<file path="config.mk">
export PLATFORM = sky130hd
export DESIGN_NAME = alu_md
export DESIGN_NICKNAME = d
export VERILOG_FILES = /design/src/rtl/alu_md.sv
export SDC_FILE = /design/constraint.sdc
export NUM_CORES = 1
export LEC_CHECK = 0
export CAP_MARGIN = 20
export CORE_ASPECT_RATIO = 0.7
export CORE_MARGIN = 2
export CORE_UTILIZATION = 40
export DETAILED_ROUTE_END_ITERATION = 7
export PLACE_DENSITY = 0.63
export SETUP_SLACK_MARGIN = 0.4
export SLEW_MARGIN = 20
export SYNTH_ARGS = -nofsm -noshare
export SYNTH_HDL_FRONTEND = slang
export SYNTH_SLANG_ARGS = --single-unit
</file>
<file path="constraint.sdc">
create_clock -name clk -period 20.1 [get_ports clk]
set_clock_uncertainty 0.2 [all_clocks]
set_input_delay 4.02 -clock clk [delete_from_list [all_inputs] [get_ports clk]]
set_output_delay 4.02 -clock clk [all_outputs]
set_load 0.02 [all_outputs]
</file>
<file path="src/rtl/alu_md.sv">
// alu_md: execute-stage ALU plus iterative multiply/divide engine writing HI/LO.
//   clk, rst            clock, asynchronous active-high reset
//   aluop, a, b         ALU opcode and operands (a[SHW-1:0] is the shift amount)
//   out, zero, oflow    combinational ALU result, result-is-zero, signed overflow
//   md_start, md_op     mult/div launch (00 mult, 01 multu, 10 div, 11 divu)
//   md_busy, md_done    engine running, one-cycle completion pulse
//   hi, lo              HI/LO registers
module alu_md #(
    parameter int WIDTH = 32,
    parameter int SHW   = $clog2(WIDTH)
) (
    input  logic             clk,
    input  logic             rst,
    input  logic [3:0]       aluop,
    input  logic [WIDTH-1:0] a,
    input  logic [WIDTH-1:0] b,
    output logic [WIDTH-1:0] out,
    output logic             zero,
    output logic             oflow,
    input  logic             md_start,
    input  logic [1:0]       md_op,
    output logic             md_busy,
    output logic             md_done,
    output logic [WIDTH-1:0] hi,
    output logic [WIDTH-1:0] lo
);
    localparam int CW = $clog2(WIDTH + 1);

    typedef enum logic [1:0] {IDLE, CALC, FIX} state_t;

    state_t               state_q;
    logic [CW-1:0]        cnt_q;
    logic                 busy_q, done_q, div_q, sa_q, sb_q, dz_q;
    logic [2*WIDTH-1:0]   p_q;
    logic [WIDTH-1:0]     m_q, hi_q, lo_q;

    logic [WIDTH-1:0]     sum, dif, mag_a, mag_b, quo, rem;
    logic                 sa, sb;
    logic [WIDTH:0]       acc, shr, dv;
    logic [2*WIDTH-1:0]   mul_p, div_p, prod;
    logic [WIDTH-1:0]     hi_d, lo_d;

    assign sum = a + b;
    assign dif = a - b;

    always_comb begin
        out   = '0;
        oflow = 1'b0;
        case (aluop)
            4'd0: begin
                out   = sum;
                oflow = (a[WIDTH-1] == b[WIDTH-1]) && (sum[WIDTH-1] != a[WIDTH-1]);
            end
            4'd1:  out = a | b;
            4'd2:  out = WIDTH'($signed(a) < $signed(b));
            4'd3: begin
                out   = dif;
                oflow = (a[WIDTH-1] != b[WIDTH-1]) && (dif[WIDTH-1] != a[WIDTH-1]);
            end
            4'd4:  out = WIDTH'({b[15:0], 16'h0000});
            4'd5:  out = a & b;
            4'd6:  out = a ^ b;
            4'd7:  out = ~(a | b);
            4'd8:  out = WIDTH'(a < b);
            4'd9:  out = b << a[SHW-1:0];
            4'd10: out = b >> a[SHW-1:0];
            4'd11: out = $signed(b) >>> a[SHW-1:0];
            4'd12: out = sum;
            4'd13: out = dif;
            4'd14: out = hi_q;
            default: out = lo_q;
        endcase
    end

    assign zero = (out == '0);

    // md_op[0] clear selects the signed variants
    assign sa    = ~md_op[0] & a[WIDTH-1];
    assign sb    = ~md_op[0] & b[WIDTH-1];
    assign mag_a = sa ? -a : a;
    assign mag_b = sb ? -b : b;

    // Multiply step: p_q = {partial product, remaining multiplier bits}
    assign acc   = {1'b0, p_q[2*WIDTH-1:WIDTH]} + (p_q[0] ? {1'b0, m_q} : '0);
    assign mul_p = {acc, p_q[WIDTH-1:1]};

    // Restoring divide step: p_q = {remainder, dividend bits / quotient bits}
    assign shr   = {p_q[2*WIDTH-1:WIDTH], p_q[WIDTH-1]};
    assign dv    = shr - {1'b0, m_q};
    assign div_p = {dv[WIDTH] ? shr[WIDTH-1:0] : dv[WIDTH-1:0], p_q[WIDTH-2:0], ~dv[WIDTH]};

    // Sign fix-up; a zero divisor leaves the remainder equal to |a|, which
    // re-signs to a, while the quotient is forced to all ones
    assign prod = (sa_q ^ sb_q) ? -p_q : p_q;
    assign quo  = p_q[WIDTH-1:0];
    assign rem  = p_q[2*WIDTH-1:WIDTH];
    assign lo_d = div_q ? (dz_q ? '1 : ((sa_q ^ sb_q) ? -quo : quo)) : prod[WIDTH-1:0];
    assign hi_d = div_q ? (sa_q ? -rem : rem) : prod[2*WIDTH-1:WIDTH];

    always_ff @(posedge clk or posedge rst) begin
        if (rst) begin
            state_q <= IDLE;
            cnt_q   <= '0;
            busy_q  <= 1'b0;
            done_q  <= 1'b0;
            div_q   <= 1'b0;
            sa_q    <= 1'b0;
            sb_q    <= 1'b0;
            dz_q    <= 1'b0;
            p_q     <= '0;
            m_q     <= '0;
            hi_q    <= '0;
            lo_q    <= '0;
        end else begin
            done_q <= 1'b0;
            case (state_q)
                IDLE: if (md_start) begin
                    state_q <= CALC;
                    busy_q  <= 1'b1;
                    cnt_q   <= CW'(WIDTH);
                    div_q   <= md_op[1];
                    sa_q    <= sa;
                    sb_q    <= sb;
                    dz_q    <= (b == '0);
                    p_q     <= {{WIDTH{1'b0}}, mag_a};
                    m_q     <= mag_b;
                end
                CALC: begin
                    p_q   <= div_q ? div_p : mul_p;
                    cnt_q <= cnt_q - CW'(1);
                    if (cnt_q == CW'(1))
                        state_q <= FIX;
                end
                FIX: begin
                    hi_q    <= hi_d;
                    lo_q    <= lo_d;
                    busy_q  <= 1'b0;
                    done_q  <= 1'b1;
                    state_q <= IDLE;
                end
                default: state_q <= IDLE;
            endcase
        end
    end

    assign md_busy = busy_q;
    assign md_done = done_q;
    assign hi      = hi_q;
    assign lo      = lo_q;
endmodule

</file>
After elaboration in Yosys (flattened, before gate mapping)
Cells that the tools add are included.

word-level totals
  register bits = 174
  logic and storage cells = 96
  input bits = 73

operators by class
  mux-type cells = 23
  equal/unequal tests = 23
  magnitude comparators = 2
  reductions and logical operators = 14
  shifts and indexed selects = 3
  add/sub/neg operators = 10
  bitwise logic cells = 9

operators with widths
  operator                                                         number
  32-bit case mux with 13 select lines                             1
  32-bit 2-to-1 mux                                                9
  64-bit 2-to-1 mux                                                3
  32-bit negator                                                   4
  64-bit case mux with 2 select lines                              1
  32-bit zero test                                                 2
  32-bit < comparator                                              2
  64-bit negator                                                   1
  32-bit by 32-bit adder with 33-bit output                        1
  33-bit by 32-bit subtractor with 33-bit output                   1
  32-bit adder                                                     1
  32-bit bitwise AND                                               1
  32-bit inverter                                                  1
  32-bit bitwise OR                                                1
  32-bit by 5-bit << shifter with 32-bit output                    1
  32-bit by 5-bit >> shifter with 32-bit output                    1
  32-bit by 5-bit >>> shifter with 32-bit output                   1
  32-bit subtractor                                                1
  32-bit bitwise XOR                                               1
  4-bit == test, second input constant                             7
  4-bit by 3-bit == test with 1-bit output, second input constant  4
  6-bit case mux with 2 select lines                               1
  4-bit by 2-bit == test with 1-bit output, second input constant  2
  2-bit AND reduction                                              4
  21 further kinds                                                 32

Logic depth before layout (Yosys ltp)
  depth after elaboration = 5
  gate-level depth with buffers = 18
  depth with buffers taken out = 15

Worst setup path after synthesis
OpenSTA, ideal clock, no wires.

  kind = input port to output port
  from = in a[1]
  to = out zero
  arrival time = 8.069 ns
  path slack = 7.811 ns
  data required time = 15.880 ns
  stages = 16
  cell sequence = buf_4 > clkinv_1 > buf_2 > buf_2 > buf_1 > fa_1 > nor2_1 > o311ai_0 > a211oi_1 > o31ai_1 > a311oi_1 > or2_1 > nand4_1 > a41oi_1 > or4_1 > nor2_1

on the way
  elaborated cells on any way between the ends = 13
  classes of those cells = add/sub: 2; order compare: 2; shift: 3; mux: 1; bitwise: 4; reduce/logical: 1

RTL lines
  item                                             line  text
  start: declaration                               15    input logic [WIDTH-1:0] a,
  32-bit subtractor, or another cell as far along  44    assign dif = a - b;
  32-bit case mux with 13 select lines *           49    case (aluop)
  named net out[30]                                17    output logic [WIDTH-1:0] out,
  32-bit zero test *                               75    assign zero = (out == '0);
  end: declaration                                 18    output logic zero,

Mark *: on every way through the listed nets, which the timed path passes. The rest lies on a longest branch.

Worst setup path in the final report
  from = in a[4]
  to = out zero

on the way
  cells in the longest elaborated chain, start to end = 4
  elaborated cells on any way between the ends = 13
  classes of those cells = add/sub: 2; order compare: 2; shift: 3; mux: 1; bitwise: 4; reduce/logical: 1

RTL lines
  item                                                                       line
  parallel branches: the longest is 2 deep, another holds 32-bit subtractor  n/a
  32-bit case mux with 13 select lines *                                     49
  32-bit zero test *                                                         75

Every way passes the cells marked *.

==> flow_summary.ini <==
[drt]
drt-total-wl_mm = 135
vias = 28300
drc = 2
drtAntennaViolNets = 0
drt-pass1-iter-count = 8
wl_per_cell_um = 32.4
routed_via_density = 6.78
drt_iter0_markers = 4829

[run_status]
violations = DRC
status = finished, violations left

[power]
seqPwrFrac = 0.211
p_comb_frac = 0.684
p_total_uw = 3610
power_density_nw_per_um2 = 131
clockPowerShare = 0.105
swShare = 0.528
p_leak_uw = 0.0113
worst_ir_drop_vdd_uv = 86.1
p_int_uw = 1710
power.switching_uw = 1910

[setup_path]
startpoint_type = primary input
r2r_cells = 16
path_class = in2out
r2r-end = p_q[55]
critPathArrivalTime_ns = 10.24
slowest_stage = clkdlybuf4s50_1
rrSetupSlack_ns = 14.65
path_cells = clkdlybuf4s50_1 > clkinv_1 > ha_1 > nand2_1 > o31ai_1 > o21a_1 > o21a_1 > a21boi_1 > o31ai_1 > a31o_2 > xnor2_1 > o22ai_1 > or4_1 > nor2_1 > clkdlybuf4s50_1
cp.required_ns = 15.88
critPathMaxStageDelay_ns = 0.97
regToRegStartpoint = p_q[31]
path_max_fanout = 18
worst_setup_path_end_kind = output pin

[floorplan]
coreArea_um2 = 61200
fp.dieH_um = 212
fp-row-count = 76
die-width_um = 301
start_util = 0.403
die_area_um2 = 63700
num_io_pins = 173

[sta]
rsz0062_at_grt = false
slew_viol_final = 0
hold_violations = 0
tns_ns = 0
max_slew_margin = 0.0909
setup_viol = 0
fmax_mhz = 69.2
min_period_ns = 14.46
worstMarginPinSlew_ns = 1.35
fin_crit_sh = 0.719

[synthesis]
synth_ff_type = dfrtp_1
yosysTopAreaCell = dfrtp_1
synth_edf_count = 0
syn_avg_cell_area_um2 = 7.41
ys_seq_area_frac = 0.177
yosys_warnings = 0
synth.distinct_cells = 90
ys_async_sr_fraction = 1.00
ys_ff_latch = 174
yosys-top-cells-area = dfrtp_1 (18%), ha_1 (8.9%), o21ai_0 (6.4%), xnor2_1 (5.5%), a21oi_1 (5.3%)
syn_nets = 3582
yosys.area.top_type_share = 0.177
synth_area_um2 = 24700
syn-instance-count = 3329

[placed_design]
portBuffers = 172
gp_congestion = 1.12
dp_hpwl_mm = 105

[flow_run]
cap_viol_max_count = 0

[final_layout]
ff_latch_area_um2 = 4360
nFillCells = 6372
final_cell_mix = nand2_1 (345), nor2_1 (336), o21ai_0 (312)
area_growth_pct = 12.1
drive_above_1_share = 0.0748
final_nets = 3597
mostFrequentLayoutCell = nand2_1
multi_input_area_um2 = 18700

[cts]
postCtsHoldBufs = 0
htreeDepth = 4
clock_path_buffers = 2
cts_buffers = 17
cts_resized = 0
post_cts_buffers = 0
clkSinkCount = 174
path_clk_slew_ns = 0.07
clk_latency_ns = 0.45
cts_tree = built
cts_root_buf = clkbuf_16

[grt]
grt_max_degree = 107
overflow = 0
grt_pass1_wl_mm = 190
first_global_vias = 25100
grt_util_all_layers = 0.412
antenna_found_initial = 7

[hold_path]
whs_endpoint = m_q[10]
holdPathStages = 2
hold_start = m_q[10]
hold_class = reg2reg
-- cell usage after synthesis (all sizes together) (18+ instances only) --
| cell | instances |
|---|---|
| mux4 | 42 |
| nor2b | 32 |
| nor2 | 337 |
| or3 | 21 |
| nand2 | 345 |
| nand2b | 37 |
| a31oi | 48 |
| a21o | 41 |
| nor3 | 79 |
| xor2 | 45 |
| nand4 | 18 |
| o211ai | 32 |
| o221ai | 22 |
| nand3 | 42 |
| buf | 76 |
| o21ai | 323 |
| o31ai | 40 |
| mux2 | 41 |
| a21oi | 259 |
| xnor2 | 154 |
| o21a | 20 |
| a2111oi | 21 |
| clkbuf | 180 |
| and3 | 18 |
| dfrtp | 174 |
| o22ai | 30 |
| nor4 | 36 |
| a211oi | 54 |
| ha | 176 |
| mux2i | 125 |
| a22oi | 40 |
| inv | 145 |
-- final cells by class --
type / count / share of cell area
antenna: 2 / 0.000181
clock buffer: 19 / 0.0164
clock inverter: 13 / 0.00719
inverter: 152 / 0.0209
multi-input combinational: 2747 / 0.678
sequential: 174 / 0.157
tap: 819 / 0.0370
timing repair buffer: 252 / 0.0830
-- routing by layer --
metal  part of all wire  global-route usage  up-vias
li1                   -                   -    12200
met1               0.43               0.594    13600
met2               0.36               0.516     2156
met3               0.16               0.193      289
met4              0.042               0.148       14
met5             0.0023              0.0253        -
-- critical path, delay by kind of cell --
family | cells | cell delay, ns
AOI/OAI and AO/OA | 7 | 2.01
and+or+nand+nor | 3 | 0.79
xor gates and xnor gates | 1 | 0.14
adders and majority gates | 1 | 0.85
buffers and inverters | 3 | 2.41
-- cells by family (layout without fill, tap and decap cells) --
logic type | Yosys count | after routing | synth area share
buf+inv | 408 | 436 | 0.0681
flops | 174 | 174 | 0.177
compound gates | 1117 | 1117 | 0.290
xor+xnor | 199 | 199 | 0.0707
other cells | 0 | 2 | 0
fa+ha+maj | 180 | 180 | 0.0925
simple gates | 1043 | 1043 | 0.194
mux | 208 | 208 | 0.108
-- worst max path at each step --
| stage | startpoint | endpoint | depth (start not counted) |
|---|---|---|---|
| after global routing | a[4] | zero | 15 |
| after global placement | a[4] | zero | 15 |
| after detailed placement | a[4] | zero | 15 |
| after CTS | a[4] | zero | 15 |
| after floorplan | a[1] | zero | 16 |
| final | a[4] | zero | 15 |
-- state kept, by name (all words and copies together), names as in the netlist --
| register | cells |
|---|---|
| dz_q | 1 |
| sb_q | 1 |
| lo | 32 |
| md_done | 1 |
| hi | 32 |
| md_busy | 1 |
| m_q | 32 |
| sa_q | 1 |
| div_q | 1 |
| state_q | 2 |
| p_q | 64 |
| cnt_q | 6 |
-- stage by stage --
stage                     instances  utilization  cell area [µm²]  worst slack, ns  hold WS, ns
after CTS                      4176        0.451            27600             5.82        0.279
final                          4178        0.452            27700             5.64        0.281
after detailed placement       4144        0.440            27000             5.82        0.270
after global routing           4177        0.452            27700             5.43        0.308
after floorplan                3329            -            24700             7.81        0.237
after global placement         4144        0.440            27000             5.99        0.258
-- power groups by stage --
stage	clock network, µW	registers (µW)	logic (µW)
5_1_grt	399	773	2690
6_report	380	761	2470
2_1_floorplan	0	660	1740
3_5_place_dp	0	754	2380
3_3_place_gp	0	751	2370
4_1_cts	383	748	2400
No activity file was read; power rests on OpenSTA's default activity.
